**config.mk**
```make
export PLATFORM = sky130hd
export DESIGN_NAME = ram_burst_reader
export DESIGN_NICKNAME = d
export VERILOG_FILES = /design/src/rtl/ram_burst_reader_pkg.sv /design/src/rtl/ram_burst_reader_fifo.sv /design/src/rtl/ram_burst_reader.sv
export SDC_FILE = /design/constraint.sdc
export NUM_CORES = 1
export LEC_CHECK = 0
export ABC_AREA = 1
export BUFFER_PORTS_ARGS = -buffer_cell sky130_fd_sc_hd__buf_2
export CORE_ASPECT_RATIO = 1.1
export CORE_UTILIZATION = 50
export DETAILED_ROUTE_END_ITERATION = 12
export GPL_TIMING_DRIVEN = 0
export PLACE_DENSITY = 0.71
export RECOVER_POWER = 25
export REMOVE_ABC_BUFFERS = 1
export SYNTH_ARGS = -nofsm -noshare
export SYNTH_HDL_FRONTEND = slang
export SYNTH_SLANG_ARGS = --single-unit
```
**constraint.sdc**
```tcl
create_clock -name clk -period 6.4 [get_ports clk]
set_input_delay 0.32 -clock clk [delete_from_list [all_inputs] [get_ports clk]]
set_output_delay 0.32 -clock clk [all_outputs]
set_load 0.005 [all_outputs]
```
**src/rtl/ram_burst_reader_pkg.sv**
```systemverilog
// Shared types and constants for the RAM burst reader and its output FIFO.
// Latency: none (definitions only).
// Backpressure: n/a.
package ram_burst_reader_pkg;

  typedef enum logic [1:0] {
    ST_IDLE  = 2'd0,
    ST_READ  = 2'd1,
    ST_DRAIN = 2'd2
  } state_t;

  localparam int FIFO_DEPTH = 4;
  localparam int FIFO_PW    = $clog2(FIFO_DEPTH);
  localparam int FIFO_CW    = FIFO_PW + 1;

endpackage

```
**src/rtl/ram_burst_reader_fifo.sv**
```systemverilog
// Four-entry synchronous FIFO buffering RAM read data ahead of the stream port.
// Latency: a pushed word is visible at the head the cycle after the push edge.
// Backpressure: none internally; the caller never pushes when full or pops when empty.
module sync_fifo_4
  import ram_burst_reader_pkg::*;
#(
  parameter int WIDTH = 8
) (
  input  logic               clk,
  input  logic               rst,
  input  logic               push,
  input  logic [WIDTH-1:0]   push_data,
  input  logic               pop,
  output logic [WIDTH-1:0]   head,
  output logic [FIFO_CW-1:0] count,
  output logic               empty
);

  logic [WIDTH-1:0]   mem_q [FIFO_DEPTH];
  logic [FIFO_PW-1:0] wr_ptr_q, wr_ptr_d;
  logic [FIFO_PW-1:0] rd_ptr_q, rd_ptr_d;
  logic [FIFO_CW-1:0] count_q, count_d;

  // Pointer and occupancy update; push and pop in the same cycle leave the count unchanged.
  always_comb begin
    wr_ptr_d = wr_ptr_q + {{(FIFO_PW-1){1'b0}}, push};
    rd_ptr_d = rd_ptr_q + {{(FIFO_PW-1){1'b0}}, pop};
    count_d  = count_q + {{(FIFO_CW-1){1'b0}}, push} - {{(FIFO_CW-1){1'b0}}, pop};
    head     = mem_q[rd_ptr_q];
    count    = count_q;
    empty    = (count_q == '0);
  end

  // Control state; reset empties the FIFO without touching the storage array.
  always_ff @(posedge clk) begin
    if (rst) begin
      wr_ptr_q <= '0;
      rd_ptr_q <= '0;
      count_q  <= '0;
    end else begin
      wr_ptr_q <= wr_ptr_d;
      rd_ptr_q <= rd_ptr_d;
      count_q  <= count_d;
    end
  end

  // Storage write; contents are only observable through a valid head.
  always_ff @(posedge clk) begin
    if (push) begin
      mem_q[wr_ptr_q] <= push_data;
    end
  end

endmodule

```
**src/rtl/ram_burst_reader.sv**
```systemverilog
// Streams len consecutive RAM words (address wraps at DEPTH) out on a valid/ready port.
// Latency: first beat 3 cycles after the start cycle; one beat per cycle while m_ready is high.
// Backpressure: reads throttle so FIFO occupancy plus in-flight reads never exceeds 4.
module ram_burst_reader
  import ram_burst_reader_pkg::*;
#(
  parameter int WIDTH = 8,
  parameter int DEPTH = 256,
  localparam int AW = $clog2(DEPTH)
) (
  input  logic             clk,
  input  logic             rst,
  input  logic             start,
  input  logic [AW-1:0]    base_addr,
  input  logic [AW:0]      len,
  output logic             busy,
  output logic             done,
  output logic             ram_en,
  output logic [AW-1:0]    ram_addr,
  input  logic [WIDTH-1:0] ram_dout,
  output logic [WIDTH-1:0] m_data,
  output logic             m_valid,
  input  logic             m_ready,
  output logic             m_last
);

  localparam logic [AW:0]      ONE_BEAT   = {{AW{1'b0}}, 1'b1};
  localparam logic [AW-1:0]    ONE_ADDR   = {{(AW-1){1'b0}}, 1'b1};
  localparam logic [AW-1:0]    LAST_ADDR  = AW'(DEPTH - 1);
  localparam logic [FIFO_CW:0] FIFO_LIMIT = (FIFO_CW+1)'(FIFO_DEPTH);

  state_t             state_q, state_d;
  logic [AW-1:0]      addr_q, addr_d;
  logic [AW:0]        issue_left_q, issue_left_d;
  logic [AW:0]        beats_left_q, beats_left_d;
  logic               inflight_q, inflight_d;
  logic               done_q, done_d;

  logic [WIDTH-1:0]   fifo_head;
  logic [FIFO_CW-1:0] fifo_count;
  logic               fifo_empty;
  logic [FIFO_CW-1:0] occ_after_pop;
  logic               issue;
  logic               pop;
  logic               last_hs;

  sync_fifo_4 #(.WIDTH(WIDTH)) u_fifo (
    .clk       (clk),
    .rst       (rst),
    .push      (inflight_q),
    .push_data (ram_dout),
    .pop       (pop),
    .head      (fifo_head),
    .count     (fifo_count),
    .empty     (fifo_empty)
  );

  // Stream and status outputs; held quiet while rst is high so nothing leaks during a reset.
  always_comb begin
    m_valid = !rst && !fifo_empty;
    m_data  = m_valid ? fifo_head : '0;
    m_last  = m_valid && (beats_left_q == ONE_BEAT);
    pop     = m_valid && m_ready;
    last_hs = pop && m_last;
    busy    = !rst && (state_q != ST_IDLE);
    done    = !rst && done_q;
  end

  // Read issue: only when the word is guaranteed a FIFO slot by the time its data arrives.
  always_comb begin
    occ_after_pop = fifo_count - {{(FIFO_CW-1){1'b0}}, pop};
    issue    = (state_q == ST_READ) &&
               (({1'b0, occ_after_pop} + {{FIFO_CW{1'b0}}, inflight_q}) < FIFO_LIMIT);
    ram_en   = !rst && issue;
    ram_addr = rst ? '0 : addr_q;
  end

  // Next-state logic: burst capture, address walk, beat counting and completion pulse.
  always_comb begin
    state_d      = state_q;
    addr_d       = addr_q;
    issue_left_d = issue_left_q;
    beats_left_d = beats_left_q;
    inflight_d   = issue;
    done_d       = 1'b0;
    if (pop) begin
      beats_left_d = beats_left_q - ONE_BEAT;
    end
    case (state_q)
      ST_IDLE: begin
        if (start) begin
          if (len == '0) begin
            done_d = 1'b1;
          end else begin
            state_d      = ST_READ;
            addr_d       = base_addr;
            issue_left_d = len;
            beats_left_d = len;
          end
        end
      end
      ST_READ: begin
        if (issue) begin
          addr_d       = (addr_q == LAST_ADDR) ? '0 : addr_q + ONE_ADDR;
          issue_left_d = issue_left_q - ONE_BEAT;
          if (issue_left_q == ONE_BEAT) begin
            state_d = ST_DRAIN;
          end
        end
      end
      ST_DRAIN: begin
        if (last_hs) begin
          state_d = ST_IDLE;
          done_d  = 1'b1;
        end
      end
      default: state_d = ST_IDLE;
    endcase
  end

  // State registers; reset drops any buffered or in-flight burst silently.
  always_ff @(posedge clk) begin
    if (rst) begin
      state_q      <= ST_IDLE;
      addr_q       <= '0;
      issue_left_q <= '0;
      beats_left_q <= '0;
      inflight_q   <= 1'b0;
      done_q       <= 1'b0;
    end else begin
      state_q      <= state_d;
      addr_q       <= addr_d;
      issue_left_q <= issue_left_d;
      beats_left_q <= beats_left_d;
      inflight_q   <= inflight_d;
      done_q       <= done_d;
    end
  end

endmodule

```
== Yosys cells after proc, flatten, opt, wreduce, memory -nomap -nowiden ==
Memory sizes are Yosys's and may differ from the RTL's. A register that Yosys moved wholly into a read port is not among the register bits.
Index checks and enable logic that the tools add are counted.

* Output and inout bits: 21
* RAM bits: 32
* Memories: 1
* Flip-flop bits (word level): 37
* Input bits: 29
* Logic and storage cells: 75

* Order comparisons: 1
* Muxes and demuxes: 28
* Reduce and logical (&&, ||, !) cells: 17
* Equality and inequality tests: 10
* $add $sub $neg: 9

{| class="wikitable"
|+ Memory list
! name !! words !! width !! read ports !! clocked after memory_dff !! wr ports !! RTL line !! text
|-
| u_fifo.mem_q || 4 || 8 || 1 || 1 || 1 || ram_burst_reader_fifo.sv:19 || <nowiki>logic [WIDTH-1:0] mem_q [FIFO_DEPTH];</nowiki>
|}

{| class="wikitable"
|+ Operators by type and width
! kind !! count
|-
| 2-to-1 mux 9 bit || 7
|-
| 2-to-1 mux 8 bit || 6
|-
| == test 9 x 1 -> 1 bit, second input constant || 2
|-
| case mux 9 bit (2 select lines) || 1
|-
| subtractor 9 x 1 -> 9 bit, second input constant || 2
|-
| case mux 8 bit (2 select lines) || 1
|-
| 2-to-1 mux 2 bit || 6
|-
| logical NOT 9 bit || 1
|-
| adder 8 x 1 -> 8 bit, second input constant || 1
|-
| == test 8 bit, second input constant || 1
|-
| logical AND 1 bit || 8
|-
| != test 2 bit, second input constant || 4
|-
| case mux 2 bit (3 select lines) || 1
|-
| subtractor 3 x 1 -> 3 bit || 2
|-
| 2-to-1 mux 1 bit || 5
|-
| AND reduction 5 bit || 1
|-
| adder 2 x 1 -> 2 bit || 2
|-
| adder 3 x 1 -> 4 bit || 1
|-
| less-than comparator 4 x 3 -> 1 bit, second input constant || 1
|-
| AND reduction 4 bit || 1
|-
| nonzero test 2 bit || 2
|-
| adder 3 x 1 -> 3 bit || 1
|-
| logical NOT 3 bit || 1
|-
| == test 2 x 1 -> 1 bit, second input constant || 1
|-
| other kinds (5) || 6
|}

== Longest topological paths before layout ==
Gate-level depths: netlist (run 1).

* Depth in word-level cells: 10
* Depth in mapped cells: 17
* Mapped depth without buffers: 16

== Hierarchy ==
From an unflattened synthesis (run 1), not the netlist that was laid out.

* Cell total of the unflattened synthesis: 491
* Area total of the unflattened synthesis: 3781.1 µm²

{| class="wikitable"
|+ By module, submodules not included
! module !! cells each !! area each (µm²) !! seq. area each (µm²) !! times used
|-
| ram_burst_reader || 355 || 2150.8 || 600.6 || 1
|-
| sync_fifo_4 || 136 || 1630.3 || 1101.1 || 1
|}

== Worst setup path before layout (run 1) ==
Ideal clock, no wire load.

* Path type: register to register
* From: register u_fifo.count_q[1], in the netlist u_fifo.count[1]
* To: register issue_left_q[0]
* Period minus slack after synthesis: 2.403 ns
* Data arrival time: 2.287 ns
* Stages on the path, launching flop included: 15
* Buffers on the path: 2
* Slack: 3.997 ns
* Library setup time: 0.116 ns
* Required time: 6.284 ns
* Cells stage by stage: dfxtp_1 inv_1 nand3_1 nand2_1 nor2_1 buf_2 nand2_1 ha_1 nand2_1 nand3_1 a21oi_4 nand3_4 buf_6 o21ai_0 nor2_1

* Cells in the longest elaborated chain, start to end: 10

{| class="wikitable"
|+ Ends and longest elaborated chain
! item !! RTL line !! text
|-
| start, declared || ram_burst_reader_fifo.sv:22 || <nowiki>logic [FIFO_CW-1:0] count_q, count_d;</nowiki>
|-
| start signal, assigned || ram_burst_reader_fifo.sv:43 || <nowiki>count_q <= count_d;</nowiki>
|-
| logical NOT 3 bit || ram_burst_reader_fifo.sv:31 || <nowiki>empty = (count_q == '0);</nowiki>
|-
| logical NOT 1 bit || ram_burst_reader.sv:60 || <nowiki>m_valid = !rst && !fifo_empty;</nowiki>
|-
| logical AND 1 bit || ram_burst_reader.sv:60 ||
|-
| logical AND 1 bit || ram_burst_reader.sv:63 || <nowiki>pop = m_valid && m_ready;</nowiki>
|-
| subtractor 3 x 1 -> 3 bit * || ram_burst_reader.sv:71 || <nowiki>occ_after_pop = fifo_count - {{(FIFO_CW-1){1'b0}}, pop};</nowiki>
|-
| adder 3 x 1 -> 4 bit * || ram_burst_reader.sv:73 || <nowiki>(({1'b0, occ_after_pop} + {{FIFO_CW{1'b0}}, inflight_q}) < FIFO_LIMIT);</nowiki>
|-
| less-than comparator 4 x 3 -> 1 bit * || ram_burst_reader.sv:73 ||
|-
| logical AND 1 bit * || ram_burst_reader.sv:72 || <nowiki>issue = (state_q == ST_READ) &&</nowiki>
|-
| != test 2 bit (no source line) * || - ||
|-
| AND reduction 4 bit (no source line) * || - ||
|-
| end signal, assigned || ram_burst_reader.sv:133 || <nowiki>issue_left_q <= issue_left_d;</nowiki>
|-
| end, declared || ram_burst_reader.sv:34 || <nowiki>logic [AW:0] issue_left_q, issue_left_d;</nowiki>
|}

Every way passes the cells marked *; elsewhere a longest branch is shown, timed or not.
A chain may end at the register's enable or synchronous reset.

== Worst setup path in the final report (run 1) ==
* From: input rst
* To: register issue_left_q[3]

* Cells in the longest elaborated chain, start to end: 9

{| class="wikitable"
|+ Ends and longest elaborated chain
! item !! RTL line !! text
|-
| start, declared || ram_burst_reader.sv:12 || <nowiki>input logic rst,</nowiki>
|-
| logical NOT 1 bit || ram_burst_reader.sv:60 ||
|-
| logical AND 1 bit || ram_burst_reader.sv:60 ||
|-
| logical AND 1 bit || ram_burst_reader.sv:63 ||
|-
| subtractor 3 x 1 -> 3 bit || ram_burst_reader.sv:71 ||
|-
| adder 3 x 1 -> 4 bit || ram_burst_reader.sv:73 ||
|-
| less-than comparator 4 x 3 -> 1 bit || ram_burst_reader.sv:73 ||
|-
| logical AND 1 bit || ram_burst_reader.sv:72 ||
|-
| != test 2 bit (no source line) || - ||
|-
| AND reduction 4 bit (no source line) || - ||
|}

Parallel ways exist; a longest one is shown, timed or not.

==> results of run 1 <==
[worst max-delay path, delay by kind of cell]
| kind | cells | cell delay (ns) |
|---|---|---|
| AOI/OAI and AO/OA | 2 | 0.44 |
| adders and majority gates | 1 | 0.18 |
| buffers and inverters | 3 | 0.98 |
| and+or+nand+nor | 9 | 2.16 |
[path summary, 6_finish.rpt]
path	startpoint	cells after the start	end
max	rst	15	issue_left_q[3]$_SDFFE_PP0P_
min	ram_dout[7]	1	u_fifo.mem_q[0][7]$_DFFE_PP_
max reg2reg	u_fifo.count[1]$_SDFF_PP0_	15	issue_left_q[3]$_SDFFE_PP0P_
min reg2reg	issue_left_q[7]$_SDFFE_PP0P_	2	issue_left_q[7]$_SDFFE_PP0P_
[flip-flops by register name, summed over array words and instances, names as in the netlist]
name,cells
u_fifo.mem_q,32
beats_left_q,9
issue_left_q,9
addr_q,8
u_fifo.count,3
state_q,2
u_fifo.rd_ptr_q,2
u_fifo.wr_ptr_q,2
done_q,1
inflight_q,1
[layout by cell type, fill, tap and decap left out]
master / instances
clkbuf_8: 9
bufinv_16: 1
dfxtp_1: 37
a21oi_1: 25
inv_8: 1
clkbuf_1: 8
nand3b_1: 1
xnor2_1: 2
ha_1: 10
o211ai_1: 1
clkinv_1: 1
nor3_2: 1
or2_1: 1
o21ai_0: 38
nor3_1: 8
buf_2: 41
nand4_1: 6
a31oi_1: 3
nand3_4: 1
nor2_2: 1
inv_1: 59
nand2_1: 110
xor2_1: 4
clkinv_4: 1
o21ai_1: 4
clkinvlp_4: 2
or2_2: 4
a21oi_4: 1
nor2_1: 95
inv_6: 2
nand3_1: 36
fa_1: 1
edfxtp_1: 32
inv_2: 3
nor2_4: 2
[kinds of logic after synthesis]
logic type,synth area share (%)
flip-flops,46.0
AND/OR/NAND/NOR,30.2
adder cells (fa/ha/maj),3.92
XOR/XNOR,1.42
AO/OA/AOI/OAI,10.2
buffers and inverters,8.28
[layout make-up]
type | instances | area, um^2
fill | 667 | 2900
sequential | 69 | 1700
multi-input combinational | 355 | 1700
inverter | 63 | 236
timing repair buffer | 49 | 235
clock buffer | 9 | 124
tap | 85 | 106
clock inverter | 7 | 82.6
[layer usage]
layer	track usage [%]	share of wire, %	wire (um)	up-vias
met5	0	0	0	-
met4	8.48	1.4	115	0
met3	4.41	5.7	472	15
met2	40.2	49	4030	98
met1	27.8	44	3640	1492
li1	-	-	-	1711
[metrics by stage]
stage / hold WS (ns) / std cells / setup slack [ns] / total power [mW]
floorplan: 0.389 / 487 / 3.63 / 0.911
global placement: 0.472 / 621 / 2.21 / 1.03
global route: 0.235 / 637 / 2.07 / 1.51
finish: 0.211 / 637 / 2.60 / 1.41
CTS: 0.167 / 637 / 2.52 / 1.41
detailed placement: 0.480 / 621 / 2.15 / 1.04
[power by group through the flow]
stage,Clock (mW),Sequential (mW),Combinational [mW]
2_1_floorplan,0,0.577,0.334
3_3_place_gp,0,0.590,0.440
3_5_place_dp,0,0.591,0.450
4_1_cts,0.378,0.582,0.454
5_1_grt,0.395,0.593,0.526
6_report,0.374,0.583,0.453
==> run summary, run 1 <==
## Setup path
• **maximum fanout along the worst path** 24
• **Worst path max stage delay** 0.76 ns
• **CP max-delay cell** nor2_1
• **required time of the critical path** 6.70 ns
• **series of cell instances along the critical path** buf_2, inv_2, nand2_1, nor2_1, inv_1, nand2_1, nand2_1, ha_1, nand2_1, nand3_1, a21oi_4, nand3_4, nor2_4, o21ai_0, nand2_1
• **dominant cell type by count on the critical path** nand2_1
• **Critical Path AT** 4.10 ns
• **Worst Setup Path Type** input port to flip-flop
• **endpoint kind of the worst setup timing path** flip-flop
• **FF-to-FF setup slack** 2.77 ns
• **startpoint class of the critical path** input port

## Global routing
• **antenna violations before repair** 0
• **GRT Residual Overflow** 0
• **vias in the first global route** 3043
• **pin count of the biggest net entering global routing** 25
• **Total Routing Usage GR** 22.9%
• **first-pass GRT wire length** 13.8 mm

## Floorplanning
• **initial core utilization** 52.2%
• **Core Region** 7090 um^2
• **die height** 92.2 um
• **Site Rows** 32
• **Die Span X** 84.0 um
• **overall die area** 7750 um^2
• **number of top-level design ports** 50

## Timing
• **total setup violations reported at the end of the flow** 0
• **Final period util** 59.4%
• **Final Skew** 0.00850 ns
• **RSZ-0062 raised after global routing** false
• **actual transition at the worst max-transition pin** 1.28 ns
• **post-layout minimum cycle time** 3.80 ns
• **Final Slew Violations** 0
• **fmax** 263 MHz
• **number of hold violations in the final report** 0
• **aggregate negative setup slack** 0 ns
• **max_slew headroom** 13.7%

## Clock network
• **Post-CTS Repair Setup Buffers** 0
• **CTS tree** built
• **clock latency at the later pin of the worst-skew pair** 0.35 ns
• **Num CTS Buffers** 9
• **cell chosen for the clock root** clkbuf_8
• **# clock sinks** 69
• **cells resized by post-CTS repair** 0
• **clock transition at the registers of the reported paths** 0.08 ns
• **number of H-tree levels** 3
• **quantity of hold-fixing buffers added after cts** 0
• **number of buffers on the longest clock path** 2

## Layout
• **Core Util, Final** 59.0%
• **Nets** 587
• **antenna diode count** 0
• **share of cells above drive strength 1** 12.7%
• **P&R area growth vs syn** 13.0%
• **final standard cell area without fillers** 4180 um^2

## Yosys
• **predominant post-synthesis flop cell** dfxtp_1
• **mapped cell area** 3700 um^2
• **unique cell type count in the Yosys netlist** 29
• **count leader, synth** nand2_1
• **fraction of synthesized cell area taken by the top area cell type** 26.0%
• **post-synthesis register bit count** 69
• **synthesized netlist cell count** 502
• **synthesized area divided by synthesized cell count** 7.37 um^2
• **EDFF count, synth** 32
• **cell type contributing the most total cell area after synthesis** edfxtp_1
• **FFs w/ async S/R, synth** 0%
• **cells taking the most area after synthesis** edfxtp_1 26%, dfxtp_1 20%, nand2_1 11%
• **sequential element share of the synthesized area** 46.0%
• **commonest cells in the netlist** 110 x nand2_1, 95 x nor2_1, 59 x inv_1, 39 x o21ai_0, 37 x dfxtp_1
• **number of warning messages in the yosys log** 0

## Power
• **internal power summed over all cells** 0.869 mW
• **net switching fraction of the power** 38.4%
• **worst-case vdd ir drop** 0.156 mV
• **proportion of power drawn by flip-flops and latches** 41.4%
• **share of power burned in combinational logic** 32.1%
• **cell area power density** 337 nW/um^2
• **relative contribution of the clock network to total power** 26.5%
• **net switching power** 0.540 mW
• **leakage power** 1.91 nW

## Routing
• **number of remaining DRC errors** 10
• **1st-pass router iterations** 8
• **final wirelength** 8.26 mm
• **via total after detailed routing** 3316
• **count of routing violations after the opening detailed-route iteration** 178
• **vias per cell** 5.21
• **post-detailed-route count of antenna-violating nets** 0
• **Routed WL per cell** 13.0 um

## Outcome
• **violations in the final reports** design-rule violations
• **outcome** complete, but fails checks

## Hold path
• **Hold Crit Class** input port to flip-flop

## Place
• **hpwl dp** 5.69 mm
• **post-placement cell area** 3980 um^2
• **count of port buffers added during placement** 49
• **Placer Congestion** 0.920

## Flow run
• **reported max-cap violation count** 0

Power figures use the tool's default switching activity.
==> run 2, diff against run 1 <==
--- a/config.mk
+++ b/config.mk
@@ -11,7 +11,7 @@
 export CORE_UTILIZATION = 50
 export DETAILED_ROUTE_END_ITERATION = 12
 export GPL_TIMING_DRIVEN = 0
-export PLACE_DENSITY = 0.71
+export PLACE_DENSITY = 0.74
 export RECOVER_POWER = 25
 export REMOVE_ABC_BUFFERS = 1
 export SYNTH_ARGS = -nofsm -noshare
==> constraint.sdc (replaced) <==
create_clock -name clk -period 3.1 [get_ports clk]
set_input_delay 0.155 -clock clk [delete_from_list [all_inputs] [get_ports clk]]
set_output_delay 0.155 -clock clk [all_outputs]
set_load 0.005 [all_outputs]
==> run summary, run 2 (synthesis gave the netlist of run 1 again) <==
## Outcome
• **outcome** complete, but fails checks, unchanged
• **violations in the final reports** design-rule violations, unchanged

## Layout
• **flip-flop count of the largest register after layout** 32, unchanged
• **Core Util, Final** 60.0%, was 59.0%
• **Nets** 592, was 587
• **commonest non-fill, non-tap cell in the layout** nand2_1, unchanged
• **antenna diode count** 0, unchanged
• **P&R area growth vs syn** 14.8%, was 13.0%
• **largest register by flop count** u_fifo.mem_q, unchanged
• **top library cells by usage in the layout, fill and taps aside** 109 x nand2_1, 94 x nor2_1, 59 x inv_1, 41 x buf_2, 38 x o21ai_0, was 110 x nand2_1, 95 x nor2_1, 59 x inv_1, 41 x buf_2, 38 x o21ai_0
• **largest registers ranked by flip-flop count** u_fifo.mem_q (32), beats_left_q (9), issue_left_q (9), unchanged
• **share of cells above drive strength 1** 13.6%, was 12.7%

## Global routing
• **pin count of the biggest net entering global routing** 25, unchanged
• **GRT Residual Overflow** 0, unchanged
• **first-pass GRT wire length** 14.2 mm, was 13.8 mm
• **antenna violations before repair** 0, unchanged
• **Global Route met2 Usage** 40.0%, was 40.2%
• **Top Usage Layer GRT** met2, unchanged
• **vias in the first global route** 3169, was 3043
• **met3 routing resource usage after global routing** 4.50%, was 4.41%
• **Total Routing Usage GR** 23.4%, was 22.9%
• **GR Layer Usage met1** 28.4%, was 27.8%

## Setup path
• **CP startpoint** u_fifo.count[1]$_SDFF_PP0_, was rst
• **buffers plus inverters on the worst setup path** 2, was 3
• **CP max-delay cell** dfxtp_1, was nor2_1
• **endpoint kind of the worst setup timing path** flip-flop, unchanged
• **FF-to-FF setup slack** 0.30 ns, was 2.77 ns
• **maximum fanout along the worst path** 14, was 24
• **dominant cell type by count on the critical path** nand2_1, unchanged
• **Reg-to-Reg Start** u_fifo.count[1]$_SDFF_PP0_, unchanged
• **dominant delay contributor by cell family on the critical path** simple AND/OR/NAND/NOR gates, unchanged
• **Critical Path AT** 3.10 ns, was 4.10 ns
• **critical register-to-register path endpoint** issue_left_q[3]$_SDFFE_PP0P_, unchanged
• **required time of the critical path** 3.40 ns, was 6.70 ns
• **series of cell instances along the critical path** inv_1, nand3_1, nand2_2, nor2_4, inv_1, nand2_1, nand2_1, ha_1, nand2_1, nand3_1, a21oi_4, nand3_4, nor2_4, o21ai_0, nand2_1, was buf_2, inv_2, nand2_1, nor2_1, inv_1, nand2_1, nand2_1, ha_1, nand2_1, nand3_1, a21oi_4, nand3_4, nor2_4, o21ai_0, nand2_1
• **number of cells on the worst reg-to-reg path** 15, unchanged
• **Worst path max stage delay** 0.39 ns, was 0.76 ns
• **Worst Setup Path Type** flip-flop to flip-flop, was input port to flip-flop
• **Crit. path cell count** 15, unchanged
• **Worst setup endpoint** issue_left_q[3]$_SDFFE_PP0P_, unchanged
• **startpoint class of the critical path** flip-flop, was input port

## Routing
• **Routed WL per cell** 13.3 um, was 13.0 um
• **vias per cell** 5.29, was 5.21
• **via total after detailed routing** 3397, was 3316
• **count of routing violations after the opening detailed-route iteration** 199, was 178
• **number of remaining DRC errors** 8, was 10
• **1st-pass router iterations** 9, was 8
• **final wirelength** 8.56 mm, was 8.26 mm
• **post-detailed-route count of antenna-violating nets** 0, unchanged

## Timing
• **Final period util** 90.4%
• **Final Skew** 0.0141 ns, was 0.00850 ns
• **actual transition at the worst max-transition pin** 1.27 ns, was 1.28 ns
• **number of hold violations in the final report** 0, unchanged
• **Setup WS post-layout** 0.298 ns, was 2.60 ns
• **post-layout minimum cycle time** 2.80 ns
• **max_slew headroom** 14.9%, was 13.7%
• **RSZ-0062 raised after global routing** false, unchanged
• **fmax** 357 MHz
• **total setup violations reported at the end of the flow** 0, unchanged
• **Final Slew Violations** 0, unchanged

## Flow run
• **reported max-cap violation count** 0, unchanged

## Floorplanning
• **Core Region** 7090 um^2, unchanged
• **number of top-level design ports** 50, unchanged
• **Die Span X** 84.0 um, unchanged
• **initial core utilization** 52.2%, unchanged
• **overall die area** 7750 um^2, unchanged
• **die height** 92.2 um, unchanged
• **Site Rows** 32, unchanged

## Clock network
• **quantity of hold-fixing buffers added after cts** 0, unchanged
• **number of buffers on the longest clock path** 2, unchanged
• **clock transition at the registers of the reported paths** 0.09 ns, was 0.08 ns
• **Num CTS Buffers** 9, unchanged
• **clock latency at the later pin of the worst-skew pair** 0.36 ns, was 0.35 ns
• **number of H-tree levels** 3, unchanged
• **# clock sinks** 69, unchanged
• **CTS tree** built, unchanged
• **cell chosen for the clock root** clkbuf_8, unchanged

## Hold path
• **Hold Crit Class** input port to flip-flop, unchanged
• **number of instances on the worst hold path** 1, unchanged

## Power
• **cell area power density** 712 nW/um^2, was 337 nW/um^2
• **worst-case vdd ir drop** 0.375 mV, was 0.156 mV
• **total power after layout** 3.03 mW, was 1.41 mW
• **leakage power** 1.96 nW, was 1.91 nW

## Place
• **count of port buffers added during placement** 49, unchanged
• **Placer Congestion** 0.927, was 0.920
• **post-place setup slack** -0.903 ns, was 2.15 ns
• **hpwl dp** 5.85 mm, was 5.69 mm

## run 2: how the worst min path moves through the flow
stage                 from                            to
3_5_place_dp   ram_dout[5]  u_fifo.mem_q[0][5]$_DFFE_PP_
5_1_grt        ram_dout[2]  u_fifo.mem_q[3][2]$_DFFE_PP_
4_1_cts        ram_dout[2]  u_fifo.mem_q[3][2]$_DFFE_PP_
2_1_floorplan          rst    beats_left_q[8]$_SDFF_PP0_
6_report       ram_dout[1]  u_fifo.mem_q[3][1]$_DFFE_PP_
3_3_place_gp   ram_dout[3]  u_fifo.mem_q[1][3]$_DFFE_PP_
## run 2: through the flow
stage,hold slack [ns],instance area (um^2),setup TNS (ns),cells
2_1_floorplan,0.224,3630,0,487
4_1_cts,0.00397,4240,0,639
3_3_place_gp,0.370,3980,-14.91,621
5_1_grt,0.0689,4250,0,642
3_5_place_dp,0.379,3980,-16.11,621
6_report,0.0680,4250,0,642
## run 2: area by class of cell
| type | instances | area, um^2 |
|---|---|---|
| fillers | 646 | 2840 |
| multi-input cells | 355 | 1700 |
| flip-flops and latches | 69 | 1700 |
| repair buffers | 54 | 273 |
| inverters | 63 | 236 |
| clock buffers | 9 | 124 |
| clock inverters | 7 | 106 |
| well taps | 85 | 106 |
## run 2: metal layers
metal / part of all wire (%) / wire [um] / vias up
met5: 0 / 0 / -
met4: 1.6 / 136 / 0
met3: 5.0 / 424 / 13
met2: 49 / 4210 / 90
met1: 44 / 3790 / 1577
li1: - / - / 1717
## run 2: where the power goes
part / switching (mW) / internal (mW)
clock: 0.390 / 0.467
sequential: 0.131 / 1.08
combinational: 0.612 / 0.350
## run 2: what timing repair did
item / CTS / global route
resized for setup: 2 / 1
endpoints found under the setup margin: 20 / 16
pin swaps: 1 / 1
setup buffers: 2 / 2
